[config.mk]
export PLATFORM = sky130hd
export DESIGN_NAME = pulse_period_meter
export DESIGN_NICKNAME = d
export VERILOG_FILES = /design/src/rtl/pulse_period_meter.sv
export SDC_FILE = /design/constraint.sdc
export NUM_CORES = 1
export LEC_CHECK = 0
export CAP_MARGIN = 20
export CORE_UTILIZATION = 55
export CTS_CLUSTER_SIZE = 40
export DETAILED_ROUTE_END_ITERATION = 8
export HOLD_SLACK_MARGIN = 0.02
export MAX_ROUTING_LAYER = met4
export PLACE_DENSITY = 0.78
export RECOVER_POWER = 25
export SLEW_MARGIN = 20
export SYNTH_ARGS = -nofsm -noshare
export SYNTH_HDL_FRONTEND = slang
export SYNTH_SLANG_ARGS = --single-unit
[constraint.sdc]
create_clock -name Clock -period 2.6 [get_ports Clock]
set_input_delay 0.52 -clock Clock [delete_from_list [all_inputs] [get_ports Clock]]
set_output_delay 0.52 -clock Clock [all_outputs]
set_load 0.05 [all_outputs]
[src/rtl/pulse_period_meter.sv]
`default_nettype none
// ============================================================================
//  Module      : pulse_period_meter
//  Description : Measures the high and low phase lengths, in clock cycles,
//                of a free-running asynchronous signal. One (high, low) pair
//                is published per full period, on the rise that closes it.
//  Ports       : Clock     - single clock, rising edge
//                Reset     - asynchronous, active-high
//                iSignal   - measured signal, asynchronous to Clock
//                iClear    - synchronous clear (input synchronizer untouched)
//                oHigh     - high-phase length of last complete period
//                oLow      - low-phase length of last complete period
//                oValid    - one-cycle pulse, new oHigh/oLow pair
//                oOverflow - sticky, a phase counter saturated
//                oStuck    - current phase counter is saturated
//  Revision    : 1.0 - initial release
// ============================================================================
module pulse_period_meter #(
    parameter int WIDTH       = 8,
    parameter int SYNC_STAGES = 2
) (
    input  logic             Clock,
    input  logic             Reset,
    input  logic             iSignal,
    input  logic             iClear,
    output logic [WIDTH-1:0] oHigh,
    output logic [WIDTH-1:0] oLow,
    output logic             oValid,
    output logic             oOverflow,
    output logic             oStuck
);

    localparam logic [1:0] ST_IDLE = 2'd0;
    localparam logic [1:0] ST_HIGH = 2'd1;
    localparam logic [1:0] ST_LOW  = 2'd2;

    localparam logic [WIDTH-1:0] CNT_MAX  = {WIDTH{1'b1}};
    localparam logic [WIDTH-1:0] CNT_ONE  = WIDTH'(1);
    localparam logic [WIDTH-1:0] CNT_ZERO = '0;

    // ------------------------------------------------------------------
    // Input path: synchronizer, one-cycle delayed copy, edge detection
    // ------------------------------------------------------------------
    logic [SYNC_STAGES-1:0] sync_q, sync_d;
    logic                   prev_q, prev_d;
    // Fill marker shifted alongside the synchronizer. Its top bit says the
    // delayed copy holds a genuine sample taken after Reset, so a signal
    // already high at Reset release is not mistaken for a rise.
    logic [SYNC_STAGES:0]   fill_q, fill_d;

    logic s;
    logic rise;
    logic fall;

    assign s    = sync_q[SYNC_STAGES-1];
    assign rise = fill_q[SYNC_STAGES] &  s & ~prev_q;
    assign fall = fill_q[SYNC_STAGES] & ~s &  prev_q;

    always_comb begin
        sync_d = {sync_q[SYNC_STAGES-2:0], iSignal};
        prev_d = s;
        fill_d = {fill_q[SYNC_STAGES-1:0], 1'b1};
    end

    // iClear deliberately leaves this path running.
    always_ff @(posedge Clock or posedge Reset) begin
        if (Reset) begin
            sync_q <= '0;
            prev_q <= 1'b0;
            fill_q <= '0;
        end else begin
            sync_q <= sync_d;
            prev_q <= prev_d;
            fill_q <= fill_d;
        end
    end

    // ------------------------------------------------------------------
    // Measurement FSM and datapath
    // ------------------------------------------------------------------
    logic [1:0]       state_q, state_d;
    logic [WIDTH-1:0] cnt_hi_q, cnt_hi_d;
    logic [WIDTH-1:0] cnt_lo_q, cnt_lo_d;
    logic [WIDTH-1:0] hi_lat_q, hi_lat_d;
    logic [WIDTH-1:0] high_q, high_d;
    logic [WIDTH-1:0] low_q, low_d;
    logic             valid_q, valid_d;
    logic             overflow_q, overflow_d;
    logic             stuck_q, stuck_d;

    function automatic logic [WIDTH-1:0] sat_inc(input logic [WIDTH-1:0] v);
        return (v == CNT_MAX) ? v : v + CNT_ONE;
    endfunction

    // State register
    always_ff @(posedge Clock or posedge Reset) begin
        if (Reset) begin
            state_q <= ST_IDLE;
        end else begin
            state_q <= state_d;
        end
    end

    // Next-state logic
    always_comb begin
        state_d = state_q;
        if (iClear) begin
            state_d = ST_IDLE;
        end else begin
            case (state_q)
                ST_IDLE: if (rise) state_d = ST_HIGH;
                ST_HIGH: if (fall) state_d = ST_LOW;
                ST_LOW:  if (rise) state_d = ST_HIGH;
                default: state_d = ST_IDLE;
            endcase
        end
    end

    // Counters and published results
    always_comb begin
        cnt_hi_d   = cnt_hi_q;
        cnt_lo_d   = cnt_lo_q;
        hi_lat_d   = hi_lat_q;
        high_d     = high_q;
        low_d      = low_q;
        valid_d    = 1'b0;
        overflow_d = overflow_q;
        stuck_d    = stuck_q;

        if (iClear) begin
            // Takes priority over any edge seen in the same cycle.
            cnt_hi_d   = CNT_ZERO;
            cnt_lo_d   = CNT_ZERO;
            hi_lat_d   = CNT_ZERO;
            high_d     = CNT_ZERO;
            low_d      = CNT_ZERO;
            overflow_d = 1'b0;
            stuck_d    = 1'b0;
        end else begin
            case (state_q)
                ST_IDLE: begin
                    cnt_hi_d = CNT_ZERO;
                    cnt_lo_d = CNT_ZERO;
                    stuck_d  = 1'b0;
                    // First rise only starts a measurement; nothing to publish.
                    if (rise) cnt_hi_d = CNT_ONE;
                end
                ST_HIGH: begin
                    if (fall) begin
                        hi_lat_d = cnt_hi_q;
                        cnt_lo_d = CNT_ONE;
                        stuck_d  = 1'b0;
                    end else if (s) begin
                        cnt_hi_d   = sat_inc(cnt_hi_q);
                        stuck_d    = (cnt_hi_d == CNT_MAX);
                        overflow_d = overflow_q | stuck_d;
                    end
                end
                ST_LOW: begin
                    if (rise) begin
                        high_d   = hi_lat_q;
                        low_d    = cnt_lo_q;
                        valid_d  = 1'b1;
                        cnt_hi_d = CNT_ONE;
                        stuck_d  = 1'b0;
                    end else if (!s) begin
                        cnt_lo_d   = sat_inc(cnt_lo_q);
                        stuck_d    = (cnt_lo_d == CNT_MAX);
                        overflow_d = overflow_q | stuck_d;
                    end
                end
                default: begin
                    cnt_hi_d = CNT_ZERO;
                    cnt_lo_d = CNT_ZERO;
                    stuck_d  = 1'b0;
                end
            endcase
        end
    end

    always_ff @(posedge Clock or posedge Reset) begin
        if (Reset) begin
            cnt_hi_q   <= '0;
            cnt_lo_q   <= '0;
            hi_lat_q   <= '0;
            high_q     <= '0;
            low_q      <= '0;
            valid_q    <= 1'b0;
            overflow_q <= 1'b0;
            stuck_q    <= 1'b0;
        end else begin
            cnt_hi_q   <= cnt_hi_d;
            cnt_lo_q   <= cnt_lo_d;
            hi_lat_q   <= hi_lat_d;
            high_q     <= high_d;
            low_q      <= low_d;
            valid_q    <= valid_d;
            overflow_q <= overflow_d;
            stuck_q    <= stuck_d;
        end
    end

    assign oHigh     = high_q;
    assign oLow      = low_q;
    assign oValid    = valid_q;
    assign oOverflow = overflow_q;
    assign oStuck    = stuck_q;

endmodule
`default_nettype wire

-- Word level (Yosys, flattened, before mapping)
Cells that the tools add are included.
- logic and storage cells: 92
- input bits: 4
- register bits after elaboration: 51
- output and inout port bits: 19
- equality and inequality tests: 15
- bitwise logic cells: 8
- reductions and logical operators: 14
- $add $sub $neg: 2
- muxes and demuxes: 41
- operator list (operator ; number):
    8-bit 2-to-1 mux ; 19
    8-bit == test (second input constant) ; 4
    8-bit case mux with 3 select lines ; 1
    3-bit inequality test (second input constant) ; 6
    8-bit by 1-bit adder with 8-bit output (second input constant) ; 2
    8-bit case mux with 2 select lines ; 1
    1-bit 2-to-1 mux ; 14
    4-bit inequality test (second input constant) ; 2
    2-bit AND reduction ; 4
    2-bit nonzero test ; 4
    2-bit 2-to-1 mux ; 3
    3-bit AND reduction ; 2
    5-bit AND reduction ; 1
    1-bit AND ; 4
    1-bit case mux with 2 select lines ; 2
    2-bit case mux with 2 select lines ; 1
    3-bit by 1-bit inequality test with 1-bit output (second input constant) ; 1
    3-bit nonzero test ; 1
    2-bit by 1-bit == test with 1-bit output (second input constant) ; 1
    2-bit == test (second input constant) ; 1
    2-bit zero test ; 1
    1-bit inverter ; 2
    1-bit OR ; 2
    2-bit OR reduction ; 1

-- Longest topological paths before layout
- depth in word-level cells: 8
- depth in mapped cells: 8
- depth with buffers taken out: 7

-- Least setup slack after synthesis
Ideal clock, no wire load.
- path type: register -> register
- from: register state_q[1]
- to: register stuck_q, in the netlist oStuck
- setup time: 0.116 ns
- data required time: 2.484 ns
- clock period less this slack: 1.896 ns
- slack: 0.704 ns
- stages on the path, launching flop included: 8
- data arrival time: 1.781 ns
- path buffers: 1
- cells stage by stage: dfrtp_1 inv_1 ha_1 clkbuf_1 o21ai_0 a31o_2 or4_1 o311ai_0
- cells in the longest elaborated chain, start to end: 3
- elaborated cells between the ends (all ways): 7
- those cells by class: 4 x eq/ne; 2 x mux; 1 x reduce/logical
- ends and longest elaborated chain (element ; line ; source):
    from (decl) ; 81 ; logic [1:0] state_q, state_d;
    from (signal assigned) ; 100 ; state_q <= state_d;
    2-bit == test or 2-bit by 1-bit == test with 1-bit output (tied branches) ; 140 ; case (state_q)
    4-bit inequality test (no line) or 1-bit case mux with 2 select lines (tied branches) ; -- ;
    2-bit AND reduction (no line) or 1-bit 2-to-1 mux (tied branches) ; -- ;
    to (signal assigned) ; 199 ; stuck_q <= stuck_d;
    to (decl) ; 89 ; logic stuck_q, stuck_d;
Parallel ways exist; a longest one is shown, timed or not.
A chain may end at the register's enable or synchronous reset.

-- Worst setup path in the final report
- from: register state_q[0]
- to: register high_q[3], in the netlist oHigh[3]
- cells in the longest elaborated chain, start to end: 3
- ends and longest elaborated chain (element ; line ; source):
    2-bit == test ; 140 ;
    2-bit nonzero test (no line) ; -- ;
    2-bit AND reduction (no line) ; -- ;
    to (signal assigned) ; 195 ; high_q <= high_d;
    to (decl) ; 85 ; logic [WIDTH-1:0] high_q, high_d;
No other way between the ends.

==> summary.txt <==
Synth top area share -> 0.481
max_cap viols -> 0
Rel. slew slack -> 0.349
pin count of the biggest net entering global routing -> 29
power density over cell area -> 506 mW/mm^2
Clk Latency, worst-skew pair -> 0.31 ns
worst-path maximum fanout -> 17
CTS Root Cell -> clkbuf_8
clk slew on worst S/H paths -> 0.09 ns
height of the die -> 71.5 microns
CP startpoint kind -> register
Port Buffers -> 22
EDFF count, synth -> 0
GR Layer Usage met1 -> 0.310
leading cell type in the layout, fill and taps excluded -> dfrtp_1
Layout area overhead -> 12.6%
setup TNS -> 0 ns
top post-synthesis cells by area -> dfrtp_1 (48%), a22o_1 (5.6%), a21oi_1 (5.1%)
fmax -> 0.462 GHz
largest family of logic cells by synthesized area -> compound AO/OA/AOI/OAI gates
Final min period -> 2.17 ns
Warnings, synthesis -> 0
adder-cell share of the synthesized area -> 0.0330
worst-margin pin slew -> 0.973 ns
skew final -> 0.00945 ns
cts-stage hold buffer count -> 0
Post-Syn Instances -> 273
status -> finished clean
final setup violation count -> 0
VDD IR max -> 0.313 mV
grt total ovfl -> 0
dpl cells -> 328
die area -> 0.00511 sq mm
Diodes inserted -> 0
syn_nets -> 284
gr usage total -> 0.222
Fin. Hold Viols -> 0
Max H-tree Level -> 2
vias per cell -> 6.02
vias -> 2022
Pleak -> 0.00122 uW
kind of critical path -> register to register
wire per inst -> 14.7 microns
WP data required -> 2.84 ns
effective utilization at floorplan -> 0.589
#FFs+latches synth -> 51
post-detail-place hpwl -> 3.55 mm
CTS tree -> yes
Core ar. -> 0.00450 sq mm
worst path arrival time -> 2.41 ns
clock sink total -> 51
Hold WC Path Type -> register to register
mux share of post-synthesis cell area -> 0.0118
first-pass iteration count of the detailed router -> 4
Simple-Gate Fraction of Synth Area -> 0.172
post-synth design cell area -> 0.00266 sq mm
RSZ-0062 raised after global routing -> no
ys flop type -> dfrtp_1
# IOs -> 23
Synth Area in Compound Gates -> 0.239
CTS max path bufs -> 2
busiest grt layer -> met2
number of global-route vias before repair -> 1792
row count -> 24
met2 Use GR -> 0.321
remaining antenna violation count -> 0
max-slew violation count -> 0
Final period util -> 0.833
XOR/XNOR Fraction of Synth Area -> 0.00660
ys async rst share -> 1.00
WL final -> 4.96 mm
initial DRC count -> 213
DRC Markers -> 0
first-pass GRT wire length -> 8.51 mm
NumNets Final -> 294
cts repair resizes -> 0
share of cells above drive strength 1 -> 0.0880
Routability Congestion -> 0.891
Unique masters post-synth -> 54
number of antenna violations at the first check in global routing -> 0
sequential fraction of the synthesis area -> 0.481
most frequent cells in the layout -> dfrtp_1 (51), nand2_1 (32), a21oi_1 (26), clkdlybuf4s50_1 (20), a22o_1 (17)
Non-Filler Instances -> 336
Avg Cell Area, Syn -> 9.73 sq um
CTS Buf Count -> 5
GR Util met3 -> 0.0492
Fillers -> 366
Crit. End Element -> register
Die X -> 71.5 microns
# Post-CTS Setup Buffers -> 0
largest area contributor in the netlist -> dfrtp_1
-- per-stage QoR --
stage               total power (uW)  instance area, sq um  hold slack, ns  utilization  worst slack [ns]
finish                          1510                  2990           0.358        0.664             0.434
global route                    1570                  2990           0.371        0.664             0.170
CTS                             1530                  3000           0.361        0.666             0.430
detailed placement               899                  2870           0.342        0.637             0.166
global placement                 898                  2870           0.332        0.637             0.241
floorplan                        876                  2660           0.331            -             0.704
-- cells by family (layout without fill, tap and decap cells) --
family                     Yosys count  in the layout
other                                1              1
AOI/OAI and AO/OA                   91             91
adders and majority gates            7              7
and+or+nand+nor                     87             87
xor gates and xnor gates             2              2
DFF                                 51             51
muxes                                3              3
buffers and inverters               31             42
-- cells in the mapped netlist (all sizes together) (2+ instances only) --
cell type and count:
a211oi 2, a21o 2, a21oi 28, a22o 17, a31o 3, a31oi 5, a32o 3, a41o 2
a41oi 2, and2 3, and3 6, and4 4, buf 13, clkbuf 10, dfrtp 51, ha 7
inv 8, mux2i 2, nand2 32, nand2b 3, nand3 12, nand3b 2, nand4 3, nor2 9
nor2b 5, o211ai 4, o21ai 12, o31ai 2, or2 2, or4 3
-- cell type report --
type                    count  area, sq um  share of cell area
clock buffers               6         72.6              0.0243
clock inverters             2         60.1              0.0201
inverters                   8         30.0              0.0100
multi-input cells         191         1240               0.414
flip-flops and latches     51         1280               0.427
well taps                  52         65.1              0.0218
repair buffers             26          248              0.0829
-- sequential cells by signal, summed over array words and instances (netlist names), 2 cells and up --
name / flops
fill_q: 3
oHigh: 8
state_q: 2
oLow: 8
cnt_hi_q: 8
hi_lat_q: 8
cnt_lo_q: 8
sync_q: 2
-- layer usage --
metal	part of all wire	routed length (microns)
met1	0.50	2480
met2	0.43	2150
met3	0.049	241
met4	0.017	83
met5	0	0
-- critical path: stages, from the launching register on --
cell and delay (ns):
dfrtp_1 0.44, inv_1 0.10, ha_1 0.46, nand2_1 0.10, nor2_1 0.75, a22o_1 0.25
-- where the power goes --
| group | total (uW) | leakage [uW] | switching, uW | internal [uW] |
|---|---|---|---|---|
| registers | 806 | 0.000698 | 6.80 | 800 |
| clock network | 633 | 0.0000654 | 249 | 384 |
| logic | 72.9 | 0.000461 | 50.3 | 22.6 |
-- path summary, 6_finish.rpt --
| kind | slack, ns | cells past startpoint | startpoint | end |
|---|---|---|---|---|
| max | 0.43 | 5 | state_q[0]$_DFFE_PP0P_ | oHigh[3]$_DFFE_PP0P_ |
| max in group asynchronous | 0.57 | 3 | Reset | state_q[1]$_DFFE_PP0P_ |
| min reg2reg | 0.36 | 0 | sync_q[0]$_DFF_PP0_ | sync_q[1]$_DFF_PP0_ |
| min in group asynchronous | 0.84 | 2 | Reset | oHigh[7]$_DFFE_PP0P_ |
| max reg2reg | 0.43 | 5 | state_q[0]$_DFFE_PP0P_ | oHigh[3]$_DFFE_PP0P_ |
| min | 0.36 | 0 | sync_q[0]$_DFF_PP0_ | sync_q[1]$_DFF_PP0_ |
Power figures use the tool's default switching activity.
